--- src/rtl/raw_waw_issue_scoreboard_pkg.sv ---
`default_nettype none
// ============================================================================
// Module      : riscv_types (package)
// Description : Shared types and constants for the issue-stage RAW/WAW
//               scoreboard: sizing constants, the issue request struct and
//               the latency clamp helper.
// Revision    : 1.0 - initial release
// ============================================================================
package riscv_types;

    localparam int SB_NREGS   = 32;
    localparam int SB_ADDR_W  = $clog2(SB_NREGS);
    localparam int SB_MAX_LAT = 8;
    localparam int SB_CNT_W   = $clog2(SB_MAX_LAT + 1);

    typedef struct packed {
        logic [SB_ADDR_W-1:0] rs1;
        logic [SB_ADDR_W-1:0] rs2;
        logic [SB_ADDR_W-1:0] rs3;
        logic [2:0]           rs_use;      // {rs3, rs2, rs1}
        logic [2:0]           rs_fp;       // {rs3, rs2, rs1}
        logic [SB_ADDR_W-1:0] rd;
        logic                 reg_write;
        logic                 FP_reg_write;
        logic [SB_CNT_W-1:0]  lat;
    } sb_issue_t;

    // Out-of-range latencies are illegal; hardware still behaves sanely by
    // pulling them into 1..SB_MAX_LAT.
    function automatic logic [SB_CNT_W-1:0] sb_clamp_lat(input logic [SB_CNT_W-1:0] lat);
        if (lat == '0) begin
            return SB_CNT_W'(1);
        end
        if (lat > SB_CNT_W'(SB_MAX_LAT)) begin
            return SB_CNT_W'(SB_MAX_LAT);
        end
        return lat;
    endfunction

endpackage
`default_nettype wire

--- src/rtl/raw_waw_issue_scoreboard_if.sv ---
`default_nettype none
// ============================================================================
// Module      : raw_waw_issue_scoreboard_if
// Description : Issue handshake between decode (master) and the scoreboard
//               (slave). Signal suffixes are relative to the scoreboard.
//               issue_valid_i / issue_ready_o : valid/ready handshake
//               rs1_i..rs3_i, rs_use_i, rs_fp_i : source operands
//               rd_i, reg_write_i, FP_reg_write_i, lat_i : destination write
// Revision    : 1.0 - initial release
// ============================================================================
interface raw_waw_issue_scoreboard_if #(
    parameter int ADDR_W = riscv_types::SB_ADDR_W,
    parameter int CNT_W  = riscv_types::SB_CNT_W
) ();

    logic              issue_valid_i;
    logic              issue_ready_o;
    logic [ADDR_W-1:0] rs1_i;
    logic [ADDR_W-1:0] rs2_i;
    logic [ADDR_W-1:0] rs3_i;
    logic [2:0]        rs_use_i;
    logic [2:0]        rs_fp_i;
    logic [ADDR_W-1:0] rd_i;
    logic              reg_write_i;
    logic              FP_reg_write_i;
    logic [CNT_W-1:0]  lat_i;

    modport master (
        output issue_valid_i, rs1_i, rs2_i, rs3_i, rs_use_i, rs_fp_i,
               rd_i, reg_write_i, FP_reg_write_i, lat_i,
        input  issue_ready_o
    );

    modport slave (
        input  issue_valid_i, rs1_i, rs2_i, rs3_i, rs_use_i, rs_fp_i,
               rd_i, reg_write_i, FP_reg_write_i, lat_i,
        output issue_ready_o
    );

endinterface
`default_nettype wire

--- src/rtl/raw_waw_issue_scoreboard_wb_slot.sv ---
`default_nettype none
// ============================================================================
// Module      : sb_wb_slot_reserve
// Description : Writeback-port reservation shift register. Bit k of the
//               post-shift view means the shared writeback port is taken
//               k+1 cycles after the current edge.
//               clk, reset        : clock, synchronous active-high reset
//               clear_i           : drop all reservations (flush)
//               reserve_i         : reserve slot for reserve_lat_i
//               query_lat_i       : latency of the candidate instruction
//               query_busy_o      : candidate's slot already reserved
// Revision    : 1.0 - initial release
// ============================================================================
module sb_wb_slot_reserve #(
    parameter int MAX_LAT = 8,
    parameter int CNT_W   = 4
) (
    input  logic             clk,
    input  logic             reset,
    input  logic             clear_i,
    input  logic             reserve_i,
    input  logic [CNT_W-1:0] reserve_lat_i,
    input  logic [CNT_W-1:0] query_lat_i,
    output logic             query_busy_o
);

    localparam logic [MAX_LAT-1:0] c_one = MAX_LAT'(1);

    logic [MAX_LAT-1:0] r_slot;
    logic [MAX_LAT-1:0] w_shifted;
    logic [MAX_LAT-1:0] w_reserve_mask;
    logic [MAX_LAT-1:0] w_query_mask;

    // The hazard query is made in the same post-shift frame the reservation
    // is written in, so two instructions landing on one cycle always collide.
    assign w_shifted      = r_slot >> 1;
    assign w_reserve_mask = c_one << (reserve_lat_i - CNT_W'(1));
    assign w_query_mask   = c_one << (query_lat_i - CNT_W'(1));
    assign query_busy_o   = |(w_shifted & w_query_mask);

    always_ff @(posedge clk) begin
        if (reset || clear_i) begin
            r_slot <= '0;
        end else if (reserve_i) begin
            r_slot <= w_shifted | w_reserve_mask;
        end else begin
            r_slot <= w_shifted;
        end
    end

endmodule
`default_nettype wire

--- src/rtl/raw_waw_issue_scoreboard.sv ---
`default_nettype none
// ============================================================================
// Module      : raw_waw_issue_scoreboard
// Description : Issue-stage scoreboard in front of the multi-cycle unit
//               pipes. Per-register countdowns for INT and FP destinations
//               hold issue on RAW, WAW and shared-writeback-slot hazards.
//               clk, reset      : clock, synchronous active-high reset
//               issue           : issue handshake + operands (slave modport)
//               flush_i         : clears all pending state, blocks issue
//               stall_raw_o/stall_waw_o/stall_wb_o : hazard causes (comb)
//               busy_int_o/busy_fp_o : per-register pending-write masks
//               Optional macro RAW_BYPASS_EN: a source whose countdown is 1
//               is served by the writeback bypass and does not stall.
// Revision    : 1.0 - initial release
// ============================================================================
module raw_waw_issue_scoreboard
    import riscv_types::*;
#(
    parameter int NREGS   = SB_NREGS,
    parameter int ADDR_W  = SB_ADDR_W,
    parameter int MAX_LAT = SB_MAX_LAT,
    parameter int CNT_W   = SB_CNT_W
) (
    input  logic                        clk,
    input  logic                        reset,
    raw_waw_issue_scoreboard_if.slave   issue,
    input  logic                        flush_i,
    output logic                        stall_raw_o,
    output logic                        stall_waw_o,
    output logic                        stall_wb_o,
    output logic [NREGS-1:0]            busy_int_o,
    output logic [NREGS-1:0]            busy_fp_o
);

`ifdef RAW_BYPASS_EN
    localparam logic [CNT_W-1:0] c_raw_thresh = CNT_W'(1);
`else
    localparam logic [CNT_W-1:0] c_raw_thresh = CNT_W'(0);
`endif

    logic [CNT_W-1:0]  r_cnt_int [NREGS];
    logic [CNT_W-1:0]  r_cnt_fp  [NREGS];

    sb_issue_t         w_req;
    logic [ADDR_W-1:0] w_src [3];
    logic [CNT_W-1:0]  w_lat;
    logic              w_wr_int;
    logic              w_wr_fp;
    logic              w_wr_any;
    logic [CNT_W-1:0]  w_tgt_cnt;
    logic              w_raw;
    logic              w_waw;
    logic              w_wb;
    logic              w_slot_busy;
    logic              w_ready;
    logic              w_fire;

    assign w_req.rs1          = issue.rs1_i;
    assign w_req.rs2          = issue.rs2_i;
    assign w_req.rs3          = issue.rs3_i;
    assign w_req.rs_use       = issue.rs_use_i;
    assign w_req.rs_fp        = issue.rs_fp_i;
    assign w_req.rd           = issue.rd_i;
    assign w_req.reg_write    = issue.reg_write_i;
    assign w_req.FP_reg_write = issue.FP_reg_write_i;
    assign w_req.lat          = issue.lat_i;

    assign w_src[0] = w_req.rs1;
    assign w_src[1] = w_req.rs2;
    assign w_src[2] = w_req.rs3;

    assign w_lat = sb_clamp_lat(w_req.lat);

    // FP wins when both write enables are set; INT x0 writes are dropped.
    assign w_wr_fp  = w_req.FP_reg_write;
    assign w_wr_int = w_req.reg_write && !w_req.FP_reg_write && (w_req.rd != '0);
    assign w_wr_any = w_wr_fp || w_wr_int;

    always_comb begin
        w_raw = 1'b0;
        for (int k = 0; k < 3; k++) begin
            if (w_req.rs_use[k]) begin
                if (w_req.rs_fp[k]) begin
                    if (r_cnt_fp[w_src[k]] > c_raw_thresh) begin
                        w_raw = 1'b1;
                    end
                end else if (w_src[k] != '0) begin
                    if (r_cnt_int[w_src[k]] > c_raw_thresh) begin
                        w_raw = 1'b1;
                    end
                end
            end
        end
    end

    // An older write still at least lat_i away would land at or after ours.
    assign w_tgt_cnt = w_wr_fp ? r_cnt_fp[w_req.rd] : r_cnt_int[w_req.rd];
    assign w_waw     = w_wr_any && (w_tgt_cnt >= w_lat);
    assign w_wb      = w_wr_any && w_slot_busy;

    assign w_ready = !(w_raw || w_waw || w_wb) && !flush_i;
    assign w_fire  = issue.issue_valid_i && w_ready;

    assign issue.issue_ready_o = w_ready;
    assign stall_raw_o         = w_raw;
    assign stall_waw_o         = w_waw;
    assign stall_wb_o          = w_wb;

    sb_wb_slot_reserve #(
        .MAX_LAT (MAX_LAT),
        .CNT_W   (CNT_W)
    ) u_wb_slot (
        .clk           (clk),
        .reset         (reset),
        .clear_i       (flush_i),
        .reserve_i     (w_fire && w_wr_any),
        .reserve_lat_i (w_lat),
        .query_lat_i   (w_lat),
        .query_busy_o  (w_slot_busy)
    );

    // A new write reloads its counter, overriding that register's decrement.
    always_ff @(posedge clk) begin
        if (reset || flush_i) begin
            for (int i = 0; i < NREGS; i++) begin
                r_cnt_int[i] <= '0;
                r_cnt_fp[i]  <= '0;
            end
        end else begin
            for (int i = 0; i < NREGS; i++) begin
                if (w_fire && w_wr_int && (w_req.rd == ADDR_W'(i))) begin
                    r_cnt_int[i] <= w_lat;
                end else if (r_cnt_int[i] != '0) begin
                    r_cnt_int[i] <= r_cnt_int[i] - CNT_W'(1);
                end
                if (w_fire && w_wr_fp && (w_req.rd == ADDR_W'(i))) begin
                    r_cnt_fp[i] <= w_lat;
                end else if (r_cnt_fp[i] != '0) begin
                    r_cnt_fp[i] <= r_cnt_fp[i] - CNT_W'(1);
                end
            end
        end
    end

    for (genvar gi = 0; gi < NREGS; gi++) begin : g_busy
        assign busy_int_o[gi] = (r_cnt_int[gi] != '0);
        assign busy_fp_o[gi]  = (r_cnt_fp[gi] != '0);
    end

    a_lat_legal: assert property (@(posedge clk) disable iff (reset)
        issue.issue_valid_i |-> ((w_req.lat != '0) && (w_req.lat <= CNT_W'(MAX_LAT))));

    a_single_write: assert property (@(posedge clk) disable iff (reset)
        issue.issue_valid_i |-> !(w_req.reg_write && w_req.FP_reg_write));

endmodule
`default_nettype wire
--- src/flat_wrapper.sv ---
// flat-port wrapper written by rule: the top's interface ports become plain ports
module raw_waw_issue_scoreboard_flat import riscv_types::*;
#(
    parameter int NREGS   = SB_NREGS,
    parameter int ADDR_W  = SB_ADDR_W,
    parameter int MAX_LAT = SB_MAX_LAT,
    parameter int CNT_W   = SB_CNT_W
)
  (clk, reset, flush_i, stall_raw_o, stall_waw_o, stall_wb_o, busy_int_o, busy_fp_o, issue_issue_valid_i, issue_rs1_i, issue_rs2_i, issue_rs3_i, issue_rs_use_i, issue_rs_fp_i, issue_rd_i, issue_reg_write_i, issue_FP_reg_write_i, issue_lat_i, issue_issue_ready_o);
  raw_waw_issue_scoreboard_if #(.ADDR_W(ADDR_W), .CNT_W(CNT_W)) issue_i ();
  input  logic clk;
  input  logic reset;
  input  logic flush_i;
  output logic stall_raw_o;
  output logic stall_waw_o;
  output logic stall_wb_o;
  output logic [NREGS-1:0] busy_int_o;
  output logic [NREGS-1:0] busy_fp_o;
  input wire logic [$bits(issue_i.issue_valid_i)-1:0] issue_issue_valid_i;
  input wire logic [$bits(issue_i.rs1_i)-1:0] issue_rs1_i;
  input wire logic [$bits(issue_i.rs2_i)-1:0] issue_rs2_i;
  input wire logic [$bits(issue_i.rs3_i)-1:0] issue_rs3_i;
  input wire logic [$bits(issue_i.rs_use_i)-1:0] issue_rs_use_i;
  input wire logic [$bits(issue_i.rs_fp_i)-1:0] issue_rs_fp_i;
  input wire logic [$bits(issue_i.rd_i)-1:0] issue_rd_i;
  input wire logic [$bits(issue_i.reg_write_i)-1:0] issue_reg_write_i;
  input wire logic [$bits(issue_i.FP_reg_write_i)-1:0] issue_FP_reg_write_i;
  input wire logic [$bits(issue_i.lat_i)-1:0] issue_lat_i;
  output wire logic [$bits(issue_i.issue_ready_o)-1:0] issue_issue_ready_o;
  assign issue_i.issue_valid_i = issue_issue_valid_i;
  assign issue_i.rs1_i = issue_rs1_i;
  assign issue_i.rs2_i = issue_rs2_i;
  assign issue_i.rs3_i = issue_rs3_i;
  assign issue_i.rs_use_i = issue_rs_use_i;
  assign issue_i.rs_fp_i = issue_rs_fp_i;
  assign issue_i.rd_i = issue_rd_i;
  assign issue_i.reg_write_i = issue_reg_write_i;
  assign issue_i.FP_reg_write_i = issue_FP_reg_write_i;
  assign issue_i.lat_i = issue_lat_i;
  assign issue_issue_ready_o = issue_i.issue_ready_o;
  raw_waw_issue_scoreboard #(.NREGS(NREGS), .ADDR_W(ADDR_W), .MAX_LAT(MAX_LAT), .CNT_W(CNT_W)) u_core (.clk(clk), .reset(reset), .issue(issue_i), .flush_i(flush_i), .stall_raw_o(stall_raw_o), .stall_waw_o(stall_waw_o), .stall_wb_o(stall_wb_o), .busy_int_o(busy_int_o), .busy_fp_o(busy_fp_o));
endmodule
--- config.mk ---
export PLATFORM = sky130hd
export DESIGN_NAME = raw_waw_issue_scoreboard_flat
export DESIGN_NICKNAME = d
export VERILOG_FILES = /design/src/rtl/raw_waw_issue_scoreboard_pkg.sv /design/src/rtl/raw_waw_issue_scoreboard_if.sv /design/src/rtl/raw_waw_issue_scoreboard_wb_slot.sv /design/src/rtl/raw_waw_issue_scoreboard.sv /design/src/flat_wrapper.sv
export SDC_FILE = /design/constraint.sdc
export NUM_CORES = 1
export LEC_CHECK = 0
export CAP_MARGIN = 40
export CORE_ASPECT_RATIO = 0.7
export CORE_MARGIN = 2
export CORE_UTILIZATION = 55
export DETAILED_ROUTE_END_ITERATION = 10
export PLACE_DENSITY = 0.74
export SLEW_MARGIN = 20
export SYNTH_ARGS = -nofsm -noshare
export SYNTH_HDL_FRONTEND = slang
export SYNTH_SLANG_ARGS = --single-unit
--- constraint.sdc ---
create_clock -name clk -period 7.5 [get_ports clk]
set_input_delay 1.5 -clock clk [delete_from_list [all_inputs] [get_ports clk]]
set_output_delay 1.5 -clock clk [all_outputs]
set_load 0.005 [all_outputs]
==> results by group <==
Yosys
  – Mean cell area of the mapped netlist: 10.30 sq um
  – Distinct cells, synth: 73
  – Cell count after synthesis: 2088
  – FFs w/ async S/R, synth: 0%
  – Number of flops mapped to enable cells by yosys: 256
  – Biggest area contributors in the synthesized netlist: sky130_fd_sc_hd__edfxtp_1 36%, sky130_fd_sc_hd__mux4_2 11%, sky130_fd_sc_hd__mux2i_1 6.6%
  – Synth Area in Compound Gates: 9.577%
  – Arithmetic-cell share of the synthesized area counting full adders, half adders and majority gates: 4.073%
  – Count of warnings emitted by yosys: 0
  – Biggest area consumer among synthesized cells: sky130_fd_sc_hd__edfxtp_1
  – Mux cell area share after synthesis: 25.78%
  – Fraction of the yosys area taken by sequential cells: 36.40%
  – Simple-Gate Fraction of Synth Area: about 17%
  – Number of nets in the synthesized netlist: 2194
  – Total of flip-flops plus latches after synthesis: 263
  – Area share of the leading cell type in the synthesized netlist: 35.75%
  – Combinational family with the most area after synthesis: multiplexers
  – Post-synthesis xor/xnor area fraction: 1.425%
  – Post-Synthesis Cell Area: 21500 sq um
  – Main flop type after synthesis: sky130_fd_sc_hd__edfxtp_1

Floorplan
  – Die Width: 240.3 um
  – Initial core utilization: a little under three fifths
  – Std cell rows: 60
  – Total I/O pin count: roughly 100
  – Standard cell core area: 38510 sq um
  – DIE HEIGHT: 169.4 um
  – DIE AREA: 40720 sq um

Global routing
  – GRT overflow: 0
  – Largest net degree at the start of global routing: 190
  – Antenna violations before repair: 2
  – Vias in the first global route: 17790
  – Total routing resource utilization after global routing: 36.78%
  – Global-route wire length before repair: 112500 um

Clock tree
  – TritonCTS clock tree: yes
  – Clock Tree Buf Depth: 3
  – Clock-pin slew reported for the worst setup and hold paths after clock tree synthesis: 60 ps
  – Buffer count from post-CTS setup fixing: 0
  – Number of gates resized after cts: 0
  – Sinks on Clock Net: 263
  – Root buffer cell: sky130_fd_sc_hd__clkbuf_16
  – Hold-fix buffers at CTS: 0
  – Number of buffers created by CTS: 29
  – Worst skew pair latency: 600 ps
  – H-Tree Depth: 1

Worst setup path
  – Crit path max fanout: 57
  – R2R Path End: u_core.r_cnt_fp[9][0]
  – Critical Path Sink Type: output pin
  – Worst-case reg-to-reg path depth: 15
  – Setup slack, reg-to-reg: 2090 ps
  – Launch point of the worst path: issue_rd_i[1]
  – Worst EP required: 6000 ps
  – Startpoint-to-endpoint class of the critical path: in2out
  – Arrival time at the worst endpoint: 5590 ps
  – Kind of launch point of the worst setup path: input pin
  – Startpoint of the most critical register-to-register path: u_core.r_cnt_int[16][0]

Power
  – Reported leakage power: 9.815 nW
  – Power per Cell Area: 438.6 nW/um^2
  – Worst IR drop on VDD: 0.0002577 V

Status
  – Result of the run: completed

Min path
  – Number of cells on the worst hold path: 1
  – Worst Hold Launch: u_core.u_wb_slot.r_slot[6]
  – Worst min-delay path endpoint: u_core.u_wb_slot.r_slot[5]
  – Kind of path behind the tightest hold check: reg2reg

Cells and area
  – Layout-stage area growth over the synthesis result: 13.76%
  – Layout filler cell count: 3032
  – Final core occ: a little under two thirds
  – Fraction of final layout cells sized beyond drive strength 1: 13.88%
  – Commonest non-fill, non-tap cell in the layout: sky130_fd_sc_hd__edfxtp_1
  – Number of standard cells in the layout, taps in and fillers out: ~2700
  – Number of nets in the layout: 2274
  – Commonest cells after routing, fill and taps aside: 256 x sky130_fd_sc_hd__edfxtp_1, 233 x sky130_fd_sc_hd__nor2_1, 208 x sky130_fd_sc_hd__nand2_1

Placement
  – Placed instance count: 2656
  – Dpl ws: 546.7 ps
  – Estimated wirelength of the detail-placed design: 55080 um
  – Count of port buffers added during placement: 103
  – GP Congestion: between 1 and 1.5

STA
  – Maximum frequency from static timing analysis: 141.0 MHz
  – Skew final: approximately 21 ps
  – Worst max-slew margin expressed relative to the limit: 36.16%
  – Transition time of the tightest slew-check pin: 948.9 ps
  – Share of the cycle needed by the critical path after routing: between 90 and 100%
  – Final WS setup: 409.4 ps
  – Sum of negative setup slack: 0 ps
  – Count of endpoints failing setup in the final report: 0
  – Setup repair after global routing missed its margin: no
  – Final Hold Violating Endpoints: 0
  – Max Slew Vio Count: 0
  – Final min period: roughly 7000 ps

Routing
  – Routed wire length per instance: 27.55 um
  – Number of nets with antenna violations after routing: 0
  – Wire length after detailed routing: between 70000 and 80000 um
  – Vias per cell: ~7.1
  – Detailed-router iteration count before antenna repair: 6
  – Vias after detailed routing: about 19000
  – Post-route DRC: 0
  – Count of routing violations after the opening detailed-route iteration: 3103

Job
  – Max cap viols: 0
[per-layer routing]
layer  global-route usage, %  vias to the layer above  routed length (um)
li1                        -                     8130                   -
met1                   54.47                     9255               29720
met5                       0                        -                   0
met3                   10.93                      227               11930
met4                   13.56                        0                3187
met2                   50.60                     1639               30050
[area by class of cell]
cell class / count / area (sq um) / share of cell area, %
multi-input cells: 1528 / 12570 / 51.37
flip-flops and latches: 263 / 7828 / 32.00
repair buffers: 176 / 1764 / 7.212
clock buffers: 32 / 737.0 / 3.012
well taps: 527 / 659.4 / 2.695
inverters: 170 / 638.1 / 2.608
clock inverters: 21 / 267.8 / 1.095
diodes: 1 / 2.502 / 0.01023
[sequential cells by signal, indices dropped and copies added (netlist names)]
register / count
u_core.r_cnt_int: 128
u_core.u_wb_slot.r_slot: 7
u_core.r_cnt_fp: 128
[Yosys cell counts, drive strengths merged, types with 4 or more instances]
cell type and instances:
edfxtp 256, mux2 149, o31ai 40, dfxtp 7, nand4 41, a21oi 36, nand3b 5, buf 34
ha 70, o21a 4, o21ai 30, nand2b 12, nand2 209, or3 9, inv 170, a211oi 10
clkbuf 93, nor3 22, mux2i 141, and3 10, o211ai 51, o31a 30, nor4b 4, nor4 47
nor2 237, or2 7, or4 36, nor2b 12, a21o 5, mux4 109, a221oi 4, and2 30
o22ai 11, xor2 32, nand3 46, a31oi 36
[kinds of logic (layout without fill, tap and decap cells)]
group,count (synthesis),after routing
buffers and inverters,297,399
xor gates and xnor gates,35,35
muxes,399,399
and+or+nand+nor,732,732
other,0,1
AOI/OAI and AO/OA,292,292
adders and majority gates,70,70
DFF,263,263
[per-stage QoR]
stage	cell area (sq um)	hold slack (ps)	total power, mW
2_1_floorplan	21500	437.1	6.571
3_3_place_gp	23130	461.8	8.710
3_5_place_dp	23360	463.1	8.911
4_1_cts	24360	474.7	10.51
5_1_grt	24460	507.1	11.24
6_report	24460	478.2	10.73
[worst max-delay path: stages]
cell and delay [ps]:
sky130_fd_sc_hd__buf_4 620, sky130_fd_sc_hd__buf_4 270, sky130_fd_sc_hd__mux4_2 390, sky130_fd_sc_hd__mux4_2 560, sky130_fd_sc_hd__mux4_2 500, sky130_fd_sc_hd__ha_1 290
sky130_fd_sc_hd__a21o_1 160, sky130_fd_sc_hd__a21o_1 210, sky130_fd_sc_hd__a21oi_1 270, sky130_fd_sc_hd__a21oi_1 130, sky130_fd_sc_hd__nor3_1 150, sky130_fd_sc_hd__clkdlybuf4s50_1 520
[worst max-delay path by stage]
| stage | end | slack [ps] | depth (start not counted) |
|---|---|---|---|
| floorplan | u_core.r_cnt_fp[20][0] | 800 | 18 |
| global placement | issue_issue_ready_o | 520 | 14 |
| detailed placement | issue_issue_ready_o | 550 | 12 |
| CTS | issue_issue_ready_o | 520 | 14 |
| global route | issue_issue_ready_o | 350 | 14 |
| finish | issue_issue_ready_o | 410 | 12 |
[where the power goes]
part / internal [mW] / leakage, nW / total (mW) / switching, mW
Clock: 0.914 / 0.488 / 1.56 / 0.649
Sequential: 2.48 / 3.01 / 3.52 / 1.04
Combinational: 2.67 / 6.31 / 5.65 / 2.98
(Power assumes the default switching activity.)
